<file path="config.mk">
export PLATFORM = sky130hd
export DESIGN_NAME = pragmatic_mac_stream
export DESIGN_NICKNAME = d
export VERILOG_FILES = /design/src/rtl/pragmatic_mac_stream.sv
export SDC_FILE = /design/constraint.sdc
export NUM_CORES = 1
export LEC_CHECK = 0
export BUFFER_PORTS_ARGS = -buffer_cell sky130_fd_sc_hd__buf_2
export CAP_MARGIN = 5
export CORE_MARGIN = 1.5
export CORE_UTILIZATION = 50
export CTS_CLUSTER_DIAMETER = 50
export DETAILED_ROUTE_END_ITERATION = 8
export GPL_TIMING_DRIVEN = 1
export PLACE_DENSITY = 0.75
export SLEW_MARGIN = 20
export SYNTH_ARGS = -nofsm -noshare
export SYNTH_HDL_FRONTEND = slang
export SYNTH_SLANG_ARGS = --single-unit
</file>
<file path="constraint.sdc">
create_clock -name clk -period 7 [get_ports clk]
set_clock_uncertainty 0.1 [all_clocks]
set_input_delay 1.05 -clock clk [delete_from_list [all_inputs] [get_ports clk]]
set_output_delay 1.05 -clock clk [all_outputs]
set_load 0.02 [all_outputs]
</file>
<file path="src/rtl/pragmatic_mac_stream.sv">
// Essential-bit dot-product engine: per-lane signed power-of-two terms, adder tree,
// multi-beat accumulation, optional max-pool against result_prev, saturated output.
module pragmatic_mac_stream #(
  parameter int DATA_WIDTH   = 8,
  parameter int VEC_LENGTH   = 8,
  parameter int SHIFT_WIDTH  = 3,
  parameter int ACC_WIDTH    = 32,
  parameter int RESULT_WIDTH = 16,
  parameter int OUT_SHIFT    = 0
) (
  input  logic                                 clk,
  input  logic                                 reset,
  input  logic                                 in_valid,
  output logic                                 in_ready,
  input  logic [VEC_LENGTH*DATA_WIDTH-1:0]     act,
  input  logic [VEC_LENGTH*SHIFT_WIDTH-1:0]    w_shift,
  input  logic [VEC_LENGTH-1:0]                w_en,
  input  logic [VEC_LENGTH-1:0]                w_neg,
  input  logic                                 in_last,
  input  logic                                 load_accum,
  input  logic                                 is_pooling,
  input  logic signed [RESULT_WIDTH-1:0]       result_prev,
  output logic                                 out_valid,
  input  logic                                 out_ready,
  output logic signed [RESULT_WIDTH-1:0]       result
);

  localparam int LANE_W = DATA_WIDTH + 2**SHIFT_WIDTH;
  localparam int LOG2_V = $clog2(VEC_LENGTH);
  localparam int SUM_W  = LANE_W + LOG2_V;
  localparam int NODES  = 2*VEC_LENGTH - 1;

  localparam logic signed [ACC_WIDTH-1:0] SAT_MAX =
    {{(ACC_WIDTH-RESULT_WIDTH+1){1'b0}}, {(RESULT_WIDTH-1){1'b1}}};
  localparam logic signed [ACC_WIDTH-1:0] SAT_MIN =
    {{(ACC_WIDTH-RESULT_WIDTH+1){1'b1}}, {(RESULT_WIDTH-1){1'b0}}};

  typedef enum logic [1:0] {ST_ACCEPT, ST_DRAIN, ST_HOLD} state_t;

  state_t                          r_state, w_state_next;
  logic                            w_accept;
  logic                            w_out_hs;
  logic signed [LANE_W-1:0]        w_term [VEC_LENGTH];
  logic signed [SUM_W-1:0]         w_node [NODES];
  logic signed [ACC_WIDTH-1:0]     w_psum;
  logic signed [ACC_WIDTH-1:0]     w_init;
  logic signed [ACC_WIDTH-1:0]     w_shr;
  logic signed [RESULT_WIDTH-1:0]  w_sat;
  logic signed [RESULT_WIDTH-1:0]  w_res;

  logic                            r_first_pend;
  logic                            r_s1_valid, r_s1_first, r_s1_last;
  logic signed [ACC_WIDTH-1:0]     r_s1_psum;
  logic signed [ACC_WIDTH-1:0]     r_init;
  logic                            r_mode_pool;
  logic signed [RESULT_WIDTH-1:0]  r_prev_q;
  logic signed [ACC_WIDTH-1:0]     r_acc;
  logic                            r_s2_last;
  logic                            r_out_valid;
  logic signed [RESULT_WIDTH-1:0]  r_result;

  assign in_ready  = (r_state == ST_ACCEPT) && !reset;
  assign w_accept  = in_valid && in_ready;
  assign w_out_hs  = r_out_valid && out_ready;
  assign out_valid = r_out_valid;
  assign result    = r_result;

  // Sign-extend before negating so the most negative activation negates cleanly.
  for (genvar gi = 0; gi < VEC_LENGTH; gi++) begin : g_lane
    logic signed [DATA_WIDTH:0] w_ext, w_sgn;
    assign w_ext = {act[(gi+1)*DATA_WIDTH-1], act[gi*DATA_WIDTH +: DATA_WIDTH]};
    assign w_sgn = w_neg[gi] ? -w_ext : w_ext;
    assign w_term[gi] = w_en[gi]
      ? ({{(LANE_W-DATA_WIDTH-1){w_sgn[DATA_WIDTH]}}, w_sgn} <<< w_shift[gi*SHIFT_WIDTH +: SHIFT_WIDTH])
      : '0;
  end

  // Heap-ordered pairwise tree: leaves at [V-1 .. 2V-2], root at [0].
  always_comb begin
    for (int i = 0; i < NODES; i++) w_node[i] = '0;
    for (int i = 0; i < VEC_LENGTH; i++)
      w_node[VEC_LENGTH-1+i] = {{(SUM_W-LANE_W){w_term[i][LANE_W-1]}}, w_term[i]};
    for (int i = VEC_LENGTH-2; i >= 0; i--)
      w_node[i] = w_node[2*i+1] + w_node[2*i+2];
  end

  assign w_psum = {{(ACC_WIDTH-SUM_W){w_node[0][SUM_W-1]}}, w_node[0]};
  assign w_init = load_accum
    ? ({{(ACC_WIDTH-RESULT_WIDTH){result_prev[RESULT_WIDTH-1]}}, result_prev} <<< OUT_SHIFT)
    : '0;

  always_ff @(posedge clk) begin
    if (reset) r_state <= ST_ACCEPT;
    else       r_state <= w_state_next;
  end

  always_comb begin
    w_state_next = r_state;
    case (r_state)
      ST_ACCEPT: if (w_accept && in_last) w_state_next = ST_DRAIN;
      ST_DRAIN:  if (r_s2_last)           w_state_next = ST_HOLD;
      ST_HOLD:   if (w_out_hs)            w_state_next = ST_ACCEPT;
      default:                            w_state_next = ST_ACCEPT;
    endcase
  end

  always_ff @(posedge clk) begin
    if (reset) begin
      r_first_pend <= 1'b1;
      r_s1_valid   <= 1'b0;
      r_s1_first   <= 1'b0;
      r_s1_last    <= 1'b0;
      r_s1_psum    <= '0;
      r_init       <= '0;
      r_mode_pool  <= 1'b0;
      r_prev_q     <= '0;
    end else begin
      r_s1_valid <= w_accept;
      if (w_accept) begin
        r_first_pend <= 1'b0;
        r_s1_first   <= r_first_pend;
        r_s1_last    <= in_last;
        r_s1_psum    <= w_psum;
        if (r_first_pend) begin
          r_init      <= w_init;
          r_mode_pool <= is_pooling;
          r_prev_q    <= result_prev;
        end
      end else if (w_out_hs) begin
        r_first_pend <= 1'b1;
      end
    end
  end

  always_ff @(posedge clk) begin
    if (reset) begin
      r_acc     <= '0;
      r_s2_last <= 1'b0;
    end else begin
      r_s2_last <= r_s1_valid && r_s1_last;
      if (r_s1_valid) r_acc <= (r_s1_first ? r_init : r_acc) + r_s1_psum;
    end
  end

  assign w_shr = r_acc >>> OUT_SHIFT;
  assign w_sat = (w_shr > SAT_MAX) ? SAT_MAX[RESULT_WIDTH-1:0] :
                 (w_shr < SAT_MIN) ? SAT_MIN[RESULT_WIDTH-1:0] :
                                     w_shr[RESULT_WIDTH-1:0];
  assign w_res = (r_mode_pool && (r_prev_q > w_sat)) ? r_prev_q : w_sat;

  always_ff @(posedge clk) begin
    if (reset) begin
      r_out_valid <= 1'b0;
      r_result    <= '0;
    end else if (r_s2_last) begin
      r_out_valid <= 1'b1;
      r_result    <= w_res;
    end else if (w_out_hs) begin
      r_out_valid <= 1'b0;
    end
  end

endmodule

</file>
==> reports/qor_table.md <==
| Parameter | This run | Unit |
|---|---|---|
| Source of the worst register-to-register timing path | r_acc[15] | - |
| Worst min path class | flip-flop to flip-flop | - |
| Pwr/cell area | 269.4 | mW/mm2 |
| Post-Synthesis Mean Instance Area | 7.615 | um2 |
| Number of instances in the synthesized netlist | 1875 | - |
| Data required time of the worst path | 7.14 | ns |
| Hold Fails Final Rpt | 0 | - |
| Final Cycle Share | 94.75 | % |
| Upper clock frequency limit | 150.8 | MHz |
| Top Ports | 145 | - |
| Number of core rows | 61 | - |
| Clk pin slew, worst setup/hold paths | 0.07 | ns |
| Cell-internal power | 2257 | uW |
| CTS tree | built | - |
| Die X-Extent | 172.0 | um |
| Proportion of synthesized chip area in sequential cells | 15.14 | % |
| Cells resized by post-CTS repair | 0 | - |
| Share of the core filled with cells | 56.22 | % |
| Worst setup slack for register-to-register paths | 3.16 | ns |
| Root Driver | sky130_fd_sc_hd__clkbuf_16 | - |
| Most frequent standard cell in the layout excluding fill and tap cells | sky130_fd_sc_hd__nand2_1 | - |
| Total number of yosys warnings | 0 | - |
| Part of the power in registers | 17.4 | % |
| Static leakage | 0.006993 | uW |
| Switching power share of the total | 46.65 | % |
| Violation count after the first detailed-routing iteration | 793 | - |
| Type of the worst setup path | input pin to flip-flop | - |
| Terminating pin of the worst hold path | r_init[14] | - |
| Die area | 0.02958 | mm2 |
| Number of distinct standard cells referenced by the synthesized netlist | 78 | - |
| FF+latch count, synth | 108 | - |
| Chip Height | 172.0 | um |
| Setup Buffers After CTS | 0 | - |
| Number of synthesized flops with an enable pin | 0 | - |
| Global-route usage over all layers | 24.90 | % |
| Final cell count without fillers | 2350 | - |
| Fraction of layout cells with a size suffix above 1 | 14.10 | % |
| Number of vias in the routed layout | 13460 | - |
| Total DRC errors in the routed layout | 0 | - |
| Dpl cells | 2334 | - |
| Dpl hpwl | 29910 | um |
| Startpoint of the worst hold path | r_init[14] | - |
| Worst rel slew slack | 30.12 | % |
| Min Hold Slack | 0.3558 | ns |
| Startpoint kind of the worst setup timing path | input pin | - |
| Global-route wire length before repair | 60410 | um |
| Post-synthesis cell area | 0.01428 | mm2 |
| Worst voltage drop across the vdd grid | 0.2042 | mV |
| Fraction of power consumed by combinational cells | 70.3 | % |
| Starting density of the core | 51.12 | % |
| Final number of max-transition violations | 0 | - |
| Detailed-route wire length per cell | 15.60 | um |
| Number of buffers inserted by hold repair at cts | 0 | - |
| Initial antenna violation count | 0 | - |
| Detailed-route vias per instance | 5.728 | - |
| Number of cells on the worst reg-to-reg path | 14 | - |
| CTS max path bufs | 2 | - |
| Number of violations of the max-capacitance limit | 0 | - |
| Kind of end point of the critical path | flip-flop | - |
| Share of power burned in the clock network | 12.3 | % |
| Total Power | 4230 | uW |
| Number of clock buffers inserted by TritonCTS | 9 | - |
| Final #Nets | 2268 | - |
| Post-synth net total | 2176 | - |
| Remaining Overflow, GRT | 0 | - |
| Worst-path maximum fanout | 4 | - |
| Number of detailed-route iterations in the first pass | 6 | - |
| Critical path arrival | 6.78 | ns |
| Core Footprint | 0.02793 | mm2 |
| Total number of clock tree sinks | 108 | - |
| Antenna diode count | 0 | - |
| Number of cells on the worst hold path | 2 | - |
| Endpoint of the most critical register-to-register path | result[0] | - |
| Commonest cells after routing, fill and taps aside | sky130_fd_sc_hd__nand2_1, sky130_fd_sc_hd__inv_1, sky130_fd_sc_hd__a21oi_1 | - |
| Result of the run | complete, no violations | - |
| Routed Wire Length | 36660 | um |
| Total number of H-tree levels | 3 | - |
| Later-pin clock latency in the skew report | 0.35 | ns |
| Shortest clock period the worst path allows after layout | 6.633 | ns |
| Number of input and output port buffers inserted | 144 | - |
| Reported net switching power | 1973 | uW |
| Number of global-route vias before repair | 12770 | - |
| Async set-or-reset flop fraction in the synthesized netlist | 0 | % |
| Setup violators final | 0 | - |
| Least-Margin Pin Slew | 1.048 | ns |
| Maximum number of pins on one net before global-route repair | 62 | - |
| Placer congestion estimate | 0.9625 | - |
| Layout Area Growth over Synthesis | 9.990 | % |
| Final antenna-violating net count | 0 | - |
| Prevailing post-synth register cell | sky130_fd_sc_hd__dfxtp_1 | - |
| Unrepaired setup endpoints after global routing | false | - |
==> cell usage after synthesis (16+ instances only) <==
cell type / instances / area, um2
sky130_fd_sc_hd__nand2_1: 214 / 803.3
sky130_fd_sc_hd__inv_1: 178 / 668.1
sky130_fd_sc_hd__a21oi_1: 170 / 850.8
sky130_fd_sc_hd__o21ai_0: 146 / 730.7
sky130_fd_sc_hd__nor2_1: 145 / 544.3
sky130_fd_sc_hd__dfxtp_1: 108 / 2162
sky130_fd_sc_hd__fa_1: 100 / 2002
sky130_fd_sc_hd__clkbuf_1: 90 / 337.8
sky130_fd_sc_hd__mux2i_1: 79 / 790.8
sky130_fd_sc_hd__ha_1: 74 / 925.9
sky130_fd_sc_hd__xnor2_1: 50 / 437.9
sky130_fd_sc_hd__mux2_2: 33 / 371.6
sky130_fd_sc_hd__nand3_1: 30 / 150.1
sky130_fd_sc_hd__xor2_1: 30 / 262.8
sky130_fd_sc_hd__a211oi_1: 29 / 217.7
sky130_fd_sc_hd__nor2b_1: 24 / 150.1
sky130_fd_sc_hd__nor3_1: 24 / 120.1
sky130_fd_sc_hd__nand2b_1: 22 / 137.6
sky130_fd_sc_hd__a21o_1: 21 / 157.7
sky130_fd_sc_hd__and2_1: 21 / 131.4
sky130_fd_sc_hd__nand3b_1: 21 / 157.7
sky130_fd_sc_hd__nand4b_1: 17 / 148.9
sky130_fd_sc_hd__o31ai_1: 17 / 127.6
sky130_fd_sc_hd__or3b_2: 17 / 148.9
sky130_fd_sc_hd__o21a_1: 16 / 120.1
sky130_fd_sc_hd__o311ai_0: 16 / 140.1
==> final cells by class <==
class / count / area [um2]
repair buffers: 186 / 1036
clock inverters: 5 / 58.81
multi-input cells: 1483 / 11060
flip-flops and latches: 108 / 2162
inverters: 179 / 671.9
fillers: 2607 / 12230
clock buffers: 11 / 242.7
well taps: 378 / 473.0
==> worst max path at each step <==
| stage | start | to | depth (start not counted) |
|---|---|---|---|
| CTS | act[32] | r_s1_psum[16] | 24 |
| floorplan | act[33] | r_s1_psum[15] | 25 |
| finish | act[33] | r_s1_psum[16] | 24 |
| global placement | act[32] | r_s1_psum[16] | 24 |
| detailed placement | act[32] | r_s1_psum[16] | 24 |
| global route | act[32] | r_s1_psum[16] | 24 |
==> power by group through the flow <==
stage	registers (uW)	logic [uW]	clock network (uW)
final	738	2970	519
after CTS	736	2940	527
after detailed placement	749	2920	0
after floorplan	731	2170	0
after global placement	748	2830	0
after global routing	744	3340	547
==> critical path, cell delays in order <==
cell                       delay [ns]
sky130_fd_sc_hd__buf_2           0.10
sky130_fd_sc_hd__inv_1           0.06
sky130_fd_sc_hd__ha_1            0.16
sky130_fd_sc_hd__or3b_2          0.49
sky130_fd_sc_hd__nand3_1         0.10
sky130_fd_sc_hd__o21ai_0         0.09
sky130_fd_sc_hd__a221oi_1        0.37
sky130_fd_sc_hd__mux2i_1         0.16
sky130_fd_sc_hd__o21ai_0         0.19
sky130_fd_sc_hd__nand2_1         0.14
sky130_fd_sc_hd__fa_1            0.55
sky130_fd_sc_hd__inv_1           0.05
sky130_fd_sc_hd__fa_1            0.46
sky130_fd_sc_hd__fa_1            0.53
sky130_fd_sc_hd__fa_1            0.49
sky130_fd_sc_hd__ha_1            0.31
sky130_fd_sc_hd__nor2b_1         0.14
sky130_fd_sc_hd__o21ai_0         0.21
sky130_fd_sc_hd__a21boi_1        0.15
sky130_fd_sc_hd__o31ai_2         0.29
sky130_fd_sc_hd__a31oi_2         0.16
sky130_fd_sc_hd__nor2_1          0.15
sky130_fd_sc_hd__nor4b_1         0.07
sky130_fd_sc_hd__a211o_1         0.27
==> metrics by stage <==
step	setup TNS (ns)	cell area (um2)	worst slack [ns]
floorplan	0	14280	0.3633
global placement	0	15370	0.04789
detailed placement	-0.1735	15370	-0.1223
CTS	0	15670	0.2460
global route	0	15710	0.01216
finish	0	15710	0.3673
==> sequential cells by signal (all words and copies together) (netlist names) <==
name,count
out_valid,1
r_prev_q,16
r_mode_pool,1
r_s1_last,1
result,16
r_first_pend,1
r_s1_psum,19
r_s1_valid,1
r_init,16
r_s2_last,1
r_state,2
r_s1_first,1
r_acc,32
==> logic make-up (layout without fill, tap and decap cells) <==
logic type	after synthesis	after routing	synth area share, %
simple gates	592	592	20.21
compound gates	518	518	22.39
buf+inv	284	381	7.711
fa+ha+maj	174	174	20.50
mux	118	118	9.026
flops	108	108	15.14
xor+xnor	81	81	5.021
==> per-layer routing <==
metal / vias up / part of all wire, % / global-route usage [%] / routed length [um]
met2: 355 / 48 / 44.04 / 17520
met4: 0 / 2.4 / 6.919 / 888
met1: 6321 / 45 / 32.04 / 16600
met3: 57 / 4.5 / 2.724 / 1660
met5: - / 0 / 0 / 0
li1: 6728 / - / - / -
No activity file was read; power rests on OpenSTA's default activity.
